==> src/rtl/irq_pkg.sv <==
// irq_pkg: shared sizes and FSM state encoding for irq_pending_ctrl.
package irq_pkg;
    localparam int NUM_IRQ = 16;
    localparam int ID_W    = 4;
    typedef enum logic [1:0] {IDLE, PRESENT, GAP} state_e;
endpackage

==> src/rtl/priority_encoder_16x4.sv <==
// priority_encoder_16x4: index of the highest set bit; output is only meaningful for nonzero input.
module priority_encoder_16x4
    import irq_pkg::*;
(
    input  logic [NUM_IRQ-1:0] d_i,
    output logic [ID_W-1:0]    y_o
);
    always_comb begin
        y_o = '0;
        for (int i = 0; i < NUM_IRQ; i++)
            if (d_i[i]) y_o = ID_W'(i);
    end
endmodule

==> src/rtl/irq_pending_ctrl.sv <==
// irq_pending_ctrl: latches interrupt requests and presents the highest enabled one until acknowledged.
// Define IRQ_EDGE_EN for rising-edge capture; the default build captures request levels.
module irq_pending_ctrl
    import irq_pkg::*;
#(
    parameter int ACK_GAP = 1
) (
    input  logic               clk,
    input  logic               rst_n,
    input  logic [NUM_IRQ-1:0] req,
    input  logic [NUM_IRQ-1:0] mask,
    input  logic               irq_ack,
    output logic               irq_valid,
    output logic [ID_W-1:0]    irq_id,
    output logic [NUM_IRQ-1:0] pending
);
    state_e             state_q, state_d;
    logic [NUM_IRQ-1:0] pending_q, pending_d;
    logic [ID_W-1:0]    id_q, id_d;
    logic [1:0]         gap_q, gap_d;
    logic [NUM_IRQ-1:0] eligible, capture, clr;
    logic [ID_W-1:0]    winner;
    logic               gap_done;

`ifdef IRQ_EDGE_EN
    logic [NUM_IRQ-1:0] req_q;
    always_ff @(posedge clk or negedge rst_n)
        if (!rst_n) req_q <= '0;
        else        req_q <= req;
    assign capture = req & ~req_q;
`else
    assign capture = req;
`endif

    assign eligible = pending_q & mask;

    priority_encoder_16x4 u_enc (
        .d_i(eligible),
        .y_o(winner)
    );

    always_ff @(posedge clk or negedge rst_n) begin
        if (!rst_n) begin
            state_q   <= IDLE;
            pending_q <= '0;
            id_q      <= '0;
            gap_q     <= '0;
        end else begin
            state_q   <= state_d;
            pending_q <= pending_d;
            id_q      <= id_d;
            gap_q     <= gap_d;
        end
    end

    assign gap_done = int'(gap_q) == ACK_GAP - 1;

    always_comb begin
        state_d = state_q;
        case (state_q)
            IDLE:    if (|eligible) state_d = PRESENT;
            PRESENT: if (irq_ack) state_d = (ACK_GAP > 0) ? GAP : IDLE;
            GAP:     if (gap_done) state_d = IDLE;
            default: state_d = IDLE;
        endcase
    end

    // Set is OR-ed in after the clear so a same-cycle request re-pends the bit.
    always_comb begin
        clr       = (state_q == PRESENT && irq_ack) ? NUM_IRQ'(1) << id_q : '0;
        pending_d = (pending_q & ~clr) | capture;
        gap_d     = (state_q == GAP) ? gap_q + 2'd1 : 2'd0;
        id_d      = (state_d != PRESENT) ? '0 : (state_q == PRESENT) ? id_q : winner;
    end

    always_comb begin
        irq_valid = state_q == PRESENT;
        irq_id    = id_q;
        pending   = pending_q;
    end
endmodule

==> config.mk <==
export PLATFORM = sky130hd
export DESIGN_NAME = irq_pending_ctrl
export DESIGN_NICKNAME = d
export VERILOG_FILES = /design/src/rtl/irq_pkg.sv /design/src/rtl/priority_encoder_16x4.sv /design/src/rtl/irq_pending_ctrl.sv
export SDC_FILE = /design/constraint.sdc
export NUM_CORES = 1
export LEC_CHECK = 0
export ABC_AREA = 1
export CAP_MARGIN = 25
export CORE_UTILIZATION = 42
export CTS_BUF_LIST = sky130_fd_sc_hd__clkbuf_4 sky130_fd_sc_hd__clkbuf_8
export CTS_CLUSTER_SIZE = 30
export DETAILED_ROUTE_END_ITERATION = 10
export GPL_TIMING_DRIVEN = 0
export PLACE_DENSITY = 0.82
export SYNTH_ARGS = -nofsm -noshare
export SYNTH_HDL_FRONTEND = slang
export SYNTH_SLANG_ARGS = --single-unit
==> constraint.sdc <==
create_clock -name clk -period 1.6 [get_ports clk]
set_clock_uncertainty 0.1 [all_clocks]
set_input_delay 0.32 -clock clk [delete_from_list [all_inputs] [get_ports clk]]
set_output_delay 0.32 -clock clk [all_outputs]
set_load 0.01 [all_outputs]
* Word-level counts from Yosys, hierarchy flattened *
Index checks and enable logic that the tools add are counted.

cells by class
  $add $sub $neg = 1
  reductions and logical operators = 4
  bitwise gates (word level) = 4
  muxes and demuxes = 23
  equality and inequality tests = 4
  shift operators = 1

operator list
  kind                  count
  $mux 4                10
  $and 16x16->16        2
  $mux 16               1
  $not 16->16           1
  $or 16x16->16         1
  $reduce_or 16->1      1
  $shl 1x4->16 const A  1
  $mux 2                6
  $mux 3                4
  $pmux 2 s3            1
  $logic_not 2->1       2
  $ne 2x1->1 const B    2
  $add 2x1->2 const B   1
  $eq 2x1->1 const B    1
  $eq 2x2->1 const B    1
  $logic_and 1x1->1     1
  $mux 1                1

storage, ports and cells
  output and inout bits = 21
  word-level logic and storage cells = 41
  bits of input ports = 35
  register bits after elaboration = 24

* Longest topological paths before layout *
Gate-level depths: netlist of the first run.

  depth after elaboration = 18
  gate-level depth with buffers = 18
  depth with buffers taken out = 18

* By module *
A second synthesis of the first run with hierarchy kept.

unflattened totals
  cells, all modules = 204
  area, all modules = 1372.6 µm²

modules (own cells, without submodules)
  module                 seq. area each (µm²)  instances  area each (µm²)  cells an instance
  irq_pending_ctrl       600.6                 1          1204.9           163
  priority_encoder_16x4  0.0                   1          167.7            41

* Worst setup path before layout of the first run *
OpenSTA, ideal clock, no wires.

  kind = register to register
  start point = reg pending_q[1] (netlist: pending[1])
  end point = reg id_q[0] (netlist: irq_id[0])
  arrival time = 1.187 ns
  buffers on the path = 0
  library setup time = 0.116 ns
  slack = 0.197 ns
  required time = 1.384 ns
  cell stages (with the launch flop) = 19
  period minus slack after synthesis = 1.403 ns
  cells stage by stage = dfrtp_1 -> nand2_1 -> inv_2 -> nand2_1 -> nand2_1 -> nand2_1 -> nand2_1 -> nand2_1 -> nand2_1 -> nand2_1 -> nand2_1 -> nand2_1 -> nand2_1 -> nand2_1 -> nand2_1 -> nand2_1 -> nand2_1 -> nand2_1 -> nand2_1

on the way
  longest elaborated chain between the ends = 18
  elaborated cells on any way between the ends = 23
  those cells by class = eq/ne (2); mux (19); bitwise (1); reduce/logical (1)

ends and longest elaborated chain
  element                 RTL line                     RTL
  from (decl)             irq_pending_ctrl.sv:18       logic [NUM_IRQ-1:0] pending_q, pending_d;
  from (signal assigned)  irq_pending_ctrl.sv:50       pending_q <= pending_d;
  $and 16x16->16 *        irq_pending_ctrl.sv:35       assign eligible = pending_q & mask;
  $mux 1                  priority_encoder_16x4.sv:11  if (d_i[i]) y_o = ID_W'(i);
  $mux 2 (2 in a row)     priority_encoder_16x4.sv:11
  $mux 3 (4 in a row)     priority_encoder_16x4.sv:11
  $mux 4 (8 in a row)     priority_encoder_16x4.sv:11
  $mux 4 (2 in a row)     irq_pending_ctrl.sv:73       id_d = (state_d != PRESENT) ? '0 : (state_q == PRESENT) ? id_q : winner;
  to (signal assigned)    irq_pending_ctrl.sv:51       id_q <= id_d;
  to (decl)               irq_pending_ctrl.sv:19       logic [ID_W-1:0] id_q, id_d;

Every way passes the cells marked *; elsewhere a longest branch is shown, timed or not. The select of a mux whose other input is x is not followed.
A chain may end at the register's enable or synchronous reset.

* Worst setup path in the final report of the first run *
  start point = in mask[1]
  end point = reg id_q[0] (netlist: irq_id[0])

on the way
  longest elaborated chain between the ends = 18
  elaborated cells on any way between the ends = 23
  those cells by class = eq/ne (2); mux (19); bitwise (1); reduce/logical (1)

ends and longest elaborated chain
  element              RTL line                     RTL
  from (decl)          irq_pending_ctrl.sv:11       input logic [NUM_IRQ-1:0] mask,
  $and 16x16->16 *     irq_pending_ctrl.sv:35
  $mux 1               priority_encoder_16x4.sv:11
  $mux 2 (2 in a row)  priority_encoder_16x4.sv:11
  $mux 3 (4 in a row)  priority_encoder_16x4.sv:11
  $mux 4 (8 in a row)  priority_encoder_16x4.sv:11
  $mux 4 (2 in a row)  irq_pending_ctrl.sv:73

Marked as above.

==> results of run 1 <==
flip-flops by register name (all words and copies together) (netlist names):
register / flops
state_q: 2
irq_id: 4
pending: 16
gap_q: 2
cell usage in the layout (no fill, tap or decap):
cell type	instances
dfrtp_2	3
clkdlybuf4s50_1	34
nand3_1	8
o22ai_1	2
o21ai_1	1
clkbuf_2	1
o21ai_0	18
inv_1	28
a31oi_1	1
a21boi_0	1
nand2_1	53
nor3_1	1
bufinv_16	1
nor3_2	2
dfrtp_1	21
nor2_1	7
a211oi_1	1
ha_1	1
buf_16	1
nor2_4	1
nor2_2	1
clkbuf_4	3
dlygate4sd2_1	20
buf_4	10
nand2_4	1
inv_2	2
nand2_2	8
worst max-delay path, stage by stage:
cell and delay, ps:
clkdlybuf4s50_1 460, nand2_1 60, inv_2 60, nand2_1 40, nand2_1 50, nand2_1 50, nand2_1 50, nand2_1 50
nand2_1 60, nand2_1 50, nand2_1 60, nand2_1 60, nand2_1 80, nand2_1 50, nand2_1 60, nand2_1 50
nand2_1 60, nand2_1 50, nand2_1 60
Yosys cell counts:
| master | instances | area share |
|---|---|---|
| nand2_2 | 1 | 0.0053 |
| nor3_1 | 1 | 0.0042 |
| a21boi_0 | 1 | 0.0063 |
| inv_2 | 1 | 0.0032 |
| o22ai_1 | 2 | 0.011 |
| nand3_1 | 8 | 0.034 |
| a211oi_1 | 1 | 0.0063 |
| dfrtp_1 | 24 | 0.51 |
| nor3_2 | 2 | 0.017 |
| ha_1 | 1 | 0.011 |
| o21ai_0 | 18 | 0.076 |
| nor2_1 | 9 | 0.028 |
| a31oi_1 | 1 | 0.0053 |
| nand2_1 | 61 | 0.19 |
| inv_1 | 29 | 0.092 |
| o21ai_1 | 1 | 0.0042 |
area by class of cell:
| cell class | instances | share of cell area |
|---|---|---|
| Multi-Input combinational cell | 107 | 0.263 |
| Clock buffer | 3 | 0.0116 |
| Inverter | 30 | 0.0580 |
| Sequential cell | 24 | 0.311 |
| Timing Repair Buffer | 66 | 0.321 |
| Tap cell | 30 | 0.0193 |
| Clock inverter | 1 | 0.0155 |
per-stage QoR:
stage	power, uW	cells	util
global route	2260	261	0.756
global placement	1570	246	0.692
floorplan	1190	161	-
CTS	2090	258	0.728
detailed placement	1590	246	0.692
finish	2130	261	0.756
routing by layer:
| metal | wire length [um] | up-vias |
|---|---|---|
| met2 | 1630 | 60 |
| li1 | - | 640 |
| met1 | 1550 | 587 |
| met4 | 63 | 0 |
| met5 | 0 | - |
| met3 | 238 | 8 |
power groups by stage:
stage,logic [uW],registers [uW],clock network [uW]
finish,882,793,456
floorplan,333,857,0
global placement,723,844,0
CTS,846,789,456
global route,971,809,480
detailed placement,744,851,0
kinds of logic after synthesis:
kind of cell | count (synthesis) | synth area share
AOI/OAI and AO/OA | 24 | 0.108
adders and majority gates | 1 | 0.0105
buffers and inverters | 30 | 0.0947
DFF | 24 | 0.505
and+or+nand+nor | 82 | 0.281
timing repair:
item,4_1_cts,5_1_grt
setup endpoints to repair,21,7
setup buffers,8,3
pin swaps,0,7
hold buffers,0,0
resized for setup,25,14
worst max-delay path by stage:
stage / cells past startpoint / slack [ps] / endpoint / startpoint
6_report: 19 / -20 / irq_id[0] / mask[1]
5_1_grt: 19 / -150 / irq_id[0] / mask[1]
4_1_cts: 3 / 6 / irq_valid / state_q[0]
3_5_place_dp: 18 / -290 / irq_id[0] / mask[2]
3_3_place_gp: 18 / -250 / irq_id[0] / mask[2]
2_1_floorplan: 18 / 200 / irq_id[0] / pending[1]
==> impl_metrics.env, run 1 <==
export IMPL_holdWs_ps=113
export IMPL_drt_initial_drc_count=37
export IMPL_fin_tns_setup_ps=-17.9
export IMPL_status="finished with violations"
export IMPL_drtAntennaViolNets=0
export IMPL_finalWirelength_um=3480
export IMPL_grtUsageMet3=0.0468
export IMPL_switching_power_uw=783
export IMPL_count_of_input_and_output_buffers=55
export IMPL_cts_buffer_depth=2
export IMPL_postSynthCellCount=161
export IMPL_ys_seq_area_frac=0.505
export IMPL_worst_ir_drop_on_vdd_mv=0.951
export IMPL_grt_use_total=0.232
export IMPL_power_static_leakage_uw=0.000882
export IMPL_area_growth_pct=63.3
export IMPL_numClockSinks=24
export IMPL_unrepaired_setup_endpoints_after_global_routing="true"
export IMPL_power_density_nw_per_um2=1100
export IMPL_syn_area_um2=1190
export IMPL_drtPass1Iterations=4
export IMPL_wl_per_cell_um=13.3
export IMPL_crit_reg2reg_launch="pending[1]"
export IMPL_finalCritPeriodShare=1.01
export IMPL_design_area_um2=1940
export IMPL_cts_tree="yes"
export IMPL_final_max_slew_viols=0
export IMPL_min_period_ps=1620
export IMPL_timing_critical_path_arrival_ps=1800
export IMPL_groute_layer_met2_usage=0.372
export IMPL_relSlewSlack=0.796
export IMPL_synthesis_nets=197
export IMPL_violated_checks="negative setup slack"
export IMPL_layout_setup_ws_ps=-17.9
export IMPL_yosysWarningCount=0
export IMPL_yosys_register_bits=24
export IMPL_crit_reg2reg_capture="irq_id[0]"
export IMPL_flop_pwr_share=0.372
export IMPL_insertion_delay_ps=330
export IMPL_post_place_ws_ps=-286
export IMPL_critPathMaxFanout=2
export IMPL_dieArea_um2=3050
export IMPL_setup_viol=1
export IMPL_groute_layer_met1_usage=0.311
export IMPL_drv_cap=0
export IMPL_post_route_drc_count=0
export IMPL_layout_area_seq_um2=604
export IMPL_power_switching_share=0.368
export IMPL_reg2reg_depth=18
export IMPL_grt_antenna_before_repair=0
export IMPL_die_y_um=55.2
export IMPL_htree_num_levels=1
export IMPL_diodes=0
export IMPL_cts_buffers=3
export IMPL_report_final_hold_viol_count=0
export IMPL_floorplan_io_pins=56
export IMPL_global_route_peak_usage_layer="met2"
export IMPL_via_total_after_detailed_routing=1295
export IMPL_clock_tree_root_cell="clkbuf_4"
export IMPL_worstMarginPinSlew_ps=306
export IMPL_worst_setup_path_type="in -> reg"
export IMPL_ys_types=16
export IMPL_cp_startpoint_kind="primary input"
export IMPL_wire_length_of_the_first_global_routing_pass_um=5630
export IMPL_post_route_cells_drive_above_1_share=0.147
export IMPL_dp_final_hpwl_um=2410
export IMPL_core_rowCount=18
export IMPL_synthesis_area_per_instance_um2=7.38
export IMPL_min_delay_path_class="in -> async"
export IMPL_core_area_um2=2570
export IMPL_worst_r2r_setup_slack_ps=0
export IMPL_multiInputGateArea_um2=510
export IMPL_number_of_global_route_vias_before_repair=1248
export IMPL_setup_worst_path_end_class="flip-flop"
export IMPL_comb_power_share=0.414
export IMPL_place_congestion=0.815
export IMPL_share_clk_of_total_power=0.214
export IMPL_final_net_count=268
export IMPL_cellInternalPower_uw=1350
export IMPL_postPlaceCellArea_um2=1780
export IMPL_grt_remaining_overflow=0
export IMPL_die_x_um=55.2
export IMPL_fmaxAchievable_mhz=618
export IMPL_path_clk_slew_ps=150
export IMPL_routed_via_density=4.96
export IMPL_n_fill_cell=195
export IMPL_required_time_reported_for_the_critical_path_endpoint_ps=1780
export IMPL_grt_start_max_net_pins=25
export IMPL_initial_utilization=0.463
(Power assumes the default switching activity.)
==> inputs of run 2 (changes only) <==
--- a/config.mk
+++ b/config.mk
@@ -6,7 +6,6 @@
 export NUM_CORES = 1
 export LEC_CHECK = 0
 export ABC_AREA = 1
-export CAP_MARGIN = 25
 export CORE_UTILIZATION = 42
 export CTS_BUF_LIST = sky130_fd_sc_hd__clkbuf_4 sky130_fd_sc_hd__clkbuf_8
 export CTS_CLUSTER_SIZE = 30
==> run 2 against run 1 <==
  * The run still ends with negative setup slack left
  * Total power shrank 0.17%
  * Via count grew 1.3%
  * Critical path type is now reg -> reg
  * Maximum frequency grew 0.42%
  * Critical path depth shrank 9
  * Count of clock-buffer cells in the layout is the same
  * Sequential share of layout area grew 0.41 points
  * Global-route usage is the same
  * Highest routed layer unchanged
  * Die area is the same
  * First-iteration DRC count shrank 30%
  * Critical endpoint is now irq_id[2]
  * Final area shrank 1.3%
  * Routed wire length grew 0.46%
==> impl_metrics.env, run 2 (same netlist as run 1, synthesis figures left out) <==
export IMPL_cts_buffers=3
export IMPL_fmaxAchievable_mhz=621
export IMPL_critPathMaxFanout=3
export IMPL_cts_tree="yes"
export IMPL_finalWirelength_um=3500
export IMPL_n_fill_cell=199
export IMPL_clock_tree_root_cell="clkbuf_4"
export IMPL_path_clk_slew_ps=150
export IMPL_violated_checks="negative setup slack"
export IMPL_count_of_input_and_output_buffers=55
export IMPL_critical_path_cell_chain="nand2_2 > nand2_1 > nor2_2 > nand2_2 > inv_2 > nand2_1 > nor3_2 > nor3_2 > inv_1 > o22ai_1"
export IMPL_timing_critical_path_arrival_ps=1730
export IMPL_crit_reg2reg_capture="irq_id[2]"
export IMPL_crit_family="simple AND/OR/NAND/NOR gates"
export IMPL_drt_initial_drc_count=26
export IMPL_postPlaceCellArea_um2=1780
export IMPL_relSlewSlack=0.257
export IMPL_layout_commonest_cell="nand2_1"
export IMPL_numClockSinks=24
export IMPL_wl_per_cell_um=13.4
export IMPL_holdWs_ps=76.5
export IMPL_worst_setup_path_type="reg -> reg"
export IMPL_diodes=0
export IMPL_report_final_hold_viol_count=0
export IMPL_number_of_global_route_vias_before_repair=1248
export IMPL_final_max_slew_viols=0
export IMPL_status="finished with violations"
export IMPL_worstMarginPinSlew_ps=1110
export IMPL_setup_worst_path_end_class="flip-flop"
export IMPL_crit_reg2reg_launch="pending[12]"
export IMPL_drtPass1Iterations=5
export IMPL_final_net_count=267
export IMPL_power_total_uw=2130
export IMPL_power_density_nw_per_um2=1110
export IMPL_required_time_reported_for_the_critical_path_endpoint_ps=1710
export IMPL_initial_utilization=0.463
export IMPL_floorplan_io_pins=56
export IMPL_drtAntennaViolNets=0
export IMPL_grt_start_max_net_pins=25
export IMPL_cts_hold_buf=0
export IMPL_final_cell_mix="53 x nand2_1, 33 x clkdlybuf4s50_1, 28 x inv_1, 21 x dfrtp_1, 20 x dlygate4sd2_1"
export IMPL_grt_use_total=0.232
export IMPL_dp_final_hpwl_um=2410
export IMPL_cp_startpoint_kind="flip-flop"
export IMPL_core_area_um2=2570
export IMPL_number_of_flip_flops_in_the_largest_register=16
export IMPL_htree_num_levels=1
export IMPL_cts_buffer_depth=2
export IMPL_setup_viol=2
export IMPL_insertion_delay_ps=330
export IMPL_grt_remaining_overflow=0
export IMPL_drv_cap=0
export IMPL_finalCritPeriodShare=1.01
export IMPL_die_x_um=55.2
export IMPL_critical_path_slowest_cell="dfrtp_1"
export IMPL_wire_length_of_the_first_global_routing_pass_um=5630
export IMPL_power_static_leakage_uw=0.000878
export IMPL_via_total_after_detailed_routing=1312
export IMPL_reg2reg_depth=10
export IMPL_layout_setup_ws_ps=-11.1
export IMPL_post_route_util=0.746
export IMPL_placed_cells_incl_taps=246
export IMPL_min_period_ps=1610
export IMPL_layoutNonFillerInstCount=260
export IMPL_area_growth_pct=61.2
export IMPL_cp_buffers_inverters=2
export IMPL_min_delay_path_class="in -> async"
export IMPL_post_route_drc_count=0
export IMPL_grt_antenna_before_repair=0
export IMPL_post_route_cells_drive_above_1_share=0.143
export IMPL_design_area_um2=1920
export IMPL_core_rowCount=18
export IMPL_routed_via_density=5.05
export IMPL_unrepaired_setup_endpoints_after_global_routing="true"
export IMPL_place_congestion=0.815
export IMPL_die_y_um=55.2
export IMPL_slowest_delay_ps=430
export IMPL_worst_ir_drop_on_vdd_mv=0.953
export IMPL_dieArea_um2=3050
export IMPL_worst_r2r_setup_slack_ps=-10
-- run 2: cell types whose count changed in the layout (fill, tap and decap cells not counted) --
cell,previous run,this run
buf_16,1,0
clkdlybuf4s50_1,34,33
dlymetal6s2s_1,0,1
-- run 2: how the worst max path moves through the flow --
stage | startpoint | end | slack [ps] | cells past startpoint
5_1_grt | mask[1] | irq_id[0] | -150 | 19
2_1_floorplan | pending[1] | irq_id[0] | 200 | 18
3_5_place_dp | mask[2] | irq_id[0] | -290 | 18
6_report | pending[12] | irq_id[2] | -10 | 10
3_3_place_gp | mask[2] | irq_id[0] | -250 | 18
4_1_cts | state_q[0] | irq_valid | 6 | 3
-- run 2: metal layers --
metal  global-route usage  vias to the layer above  routed length (um)
li1                     -                      637                   -
met1                0.311                      597                1580
met2                0.372                       71                1590
met3               0.0468                        7                 269
met4               0.0821                        0                  55
met5                    0                        -                   0
-- run 2: final cells by class --
class,instances,area (um^2),area share
flip-flops and latches,24,604,0.315
repair buffers,65,598,0.312
multi-input cells,107,510,0.266
inverters,30,113,0.0588
well taps,30,37.5,0.0196
clock inverters,1,30.0,0.0157
clock buffers,3,22.5,0.0118
-- run 2: what timing repair did --
item | CTS | global route
pin swaps | 0 | 7
gates cloned | 0 | 0
endpoints found under the setup margin | 21 | 8
buffers inserted | 8 | 3
gates resized for setup | 25 | 15
-- run 2: metrics by stage --
step,worst slack [ps],TNS [ps]
finish,-11.1,-19.5
global route,-146,-503
CTS,5.65,0
detailed placement,-286,-6570
global placement,-245,-4080
floorplan,197,0
-- run 2: report_power, final --
group	internal (uW)	total, uW	switching (uW)	leakage, uW
Sequential	720	795	75.0	0.000239
Clock	253	457	203	0.0000279
Combinational	368	876	508	0.000611
-- run 2: worst reg2reg max path: stages, from the launching register on --
cell     delay (ps)
dfrtp_1         430
nand2_2          90
nand2_1          80
nor2_2          140
nand2_2          70
inv_2            50
nand2_1          60
nor3_2          200
nor3_2           80
inv_1           110
o22ai_1          80
==> patch: new RTL, flow settings as in run 1 <==
Encoding of `state_e`: now one-hot (3 bits for 3 states).
--- a/src/rtl/irq_pkg.sv
+++ b/src/rtl/irq_pkg.sv
@@ -3,5 +3,5 @@
     localparam int NUM_IRQ = 16;
     localparam int ID_W    = 4;
-    typedef enum logic [1:0] {IDLE, PRESENT, GAP} state_e;
+    typedef enum logic [2:0] {IDLE = 3'b001, PRESENT = 3'b010, GAP = 3'b100} state_e;
 endpackage
 
Check against the original RTL: no difference found for any inputs over 10 cycles, from zero or initial values and one cycle with rst_n low; not proved beyond that.
==> patch against run 1 <==
Routed wire length up 0.55%; global-route usage down 0.25 points; total power down 7.8%; design area up 8.2%; critical endpoint unchanged; area after synthesis up 7.1%; count of clock-buffer cells in the layout unchanged; combinational power down 1%; setup slack worse by 3.9 ps; sequential cell count up 1; via count up 5.3%; worst hold slack better by 140 ps; cell count up 5.0%; the flow finishes with violations (DRC, setup timing); non-clock buffer count up 3.
==> patch: results <==
[yosys]
ys_types = 18
yosys-top-cells-count = nand2_1 (56), inv_1 (31), dfrtp_1 (24)
avgSynthCellArea_um2 = 7.485
ys_seq_area_share_pct = 49.26
synth_area_leaders = dfrtp_1 (47%), nand2_1 (17%), inv_1 (9.1%)

[timing]
slew_headroom_pct = 59.15
setup_tns_ps = -21.83
finalSetupViolCount = 1
worst_slack_ps = -21.83

[place]
pre_cts_ws_ps = -294.4
place_area_mm2 = 0.001877
place_inst = 257
routabilityCongestion = 0.8511

[clock_tree]
clk_pin_slew_ps = 140

[power_and_ir_drop]
intPower_uw = 1198
p_seq_uw = 804
p_clk_uw = 290
p_leak_uw = 0.0009354
peakVddDrop_mv = 0.4786
power_frac_clock_pct = 14.7

[global_route]
grtUsageTotal_pct = 22.93
grt_pass1_wl_um = 5720
grt_pass1_vias = 1321
grt_use_met3_pct = 2.721
grt_max_degree = 15
grt_util_met1_pct = 27.92
grt.met2_usage_pct = 41.68

[detailed_routing]
drcViolationCount = 7
wl_per_cell_um = 12.77
drt_iter0_drc = 46
wl_um = 3498
wl_met2_um = 1808
dr.pass1.iters = 7

[cells_and_area]
n_fill_cell = 224
area_delta_synth_final_pct = 64.99
nets = 280

[hold_path]
min_path_type = in2async

[run_status]
status = finished with violations
violations = DRC, setup timing
-- patch: cell count changes in the layout (fill, tap and decap cells not counted), sizes merged, moves of 2 or more --
cell | before | now
buf | 11 | 16
inv | 30 | 33
nand2 | 62 | 64
nor2 | 9 | 11
-- patch: cells by family after synthesis --
family          share of synthesized area, %
buf+inv                                9.735
compound gates                         10.23
flops                                  49.26
simple gates                           29.79
fa+ha+maj                             0.9831
-- patch: what timing repair did --
item | in CTS | in global routing
buffers inserted | 13 | 5
gates resized for setup | 28 | 32
setup endpoints to repair | 21 | 13
hold buffers | 0 | 0
pin swaps | 0 | 13
-- patch: final cells by class --
class | instances | area share (%)
Multi-Input combinational cell | 112 | 30.69
Timing Repair Buffer | 69 | 30.27
Sequential cell | 25 | 29.98
Inverter | 33 | 5.900
Tap cell | 31 | 1.847
Clock buffer | 3 | 1.073
Clock inverter | 1 | 0.2384
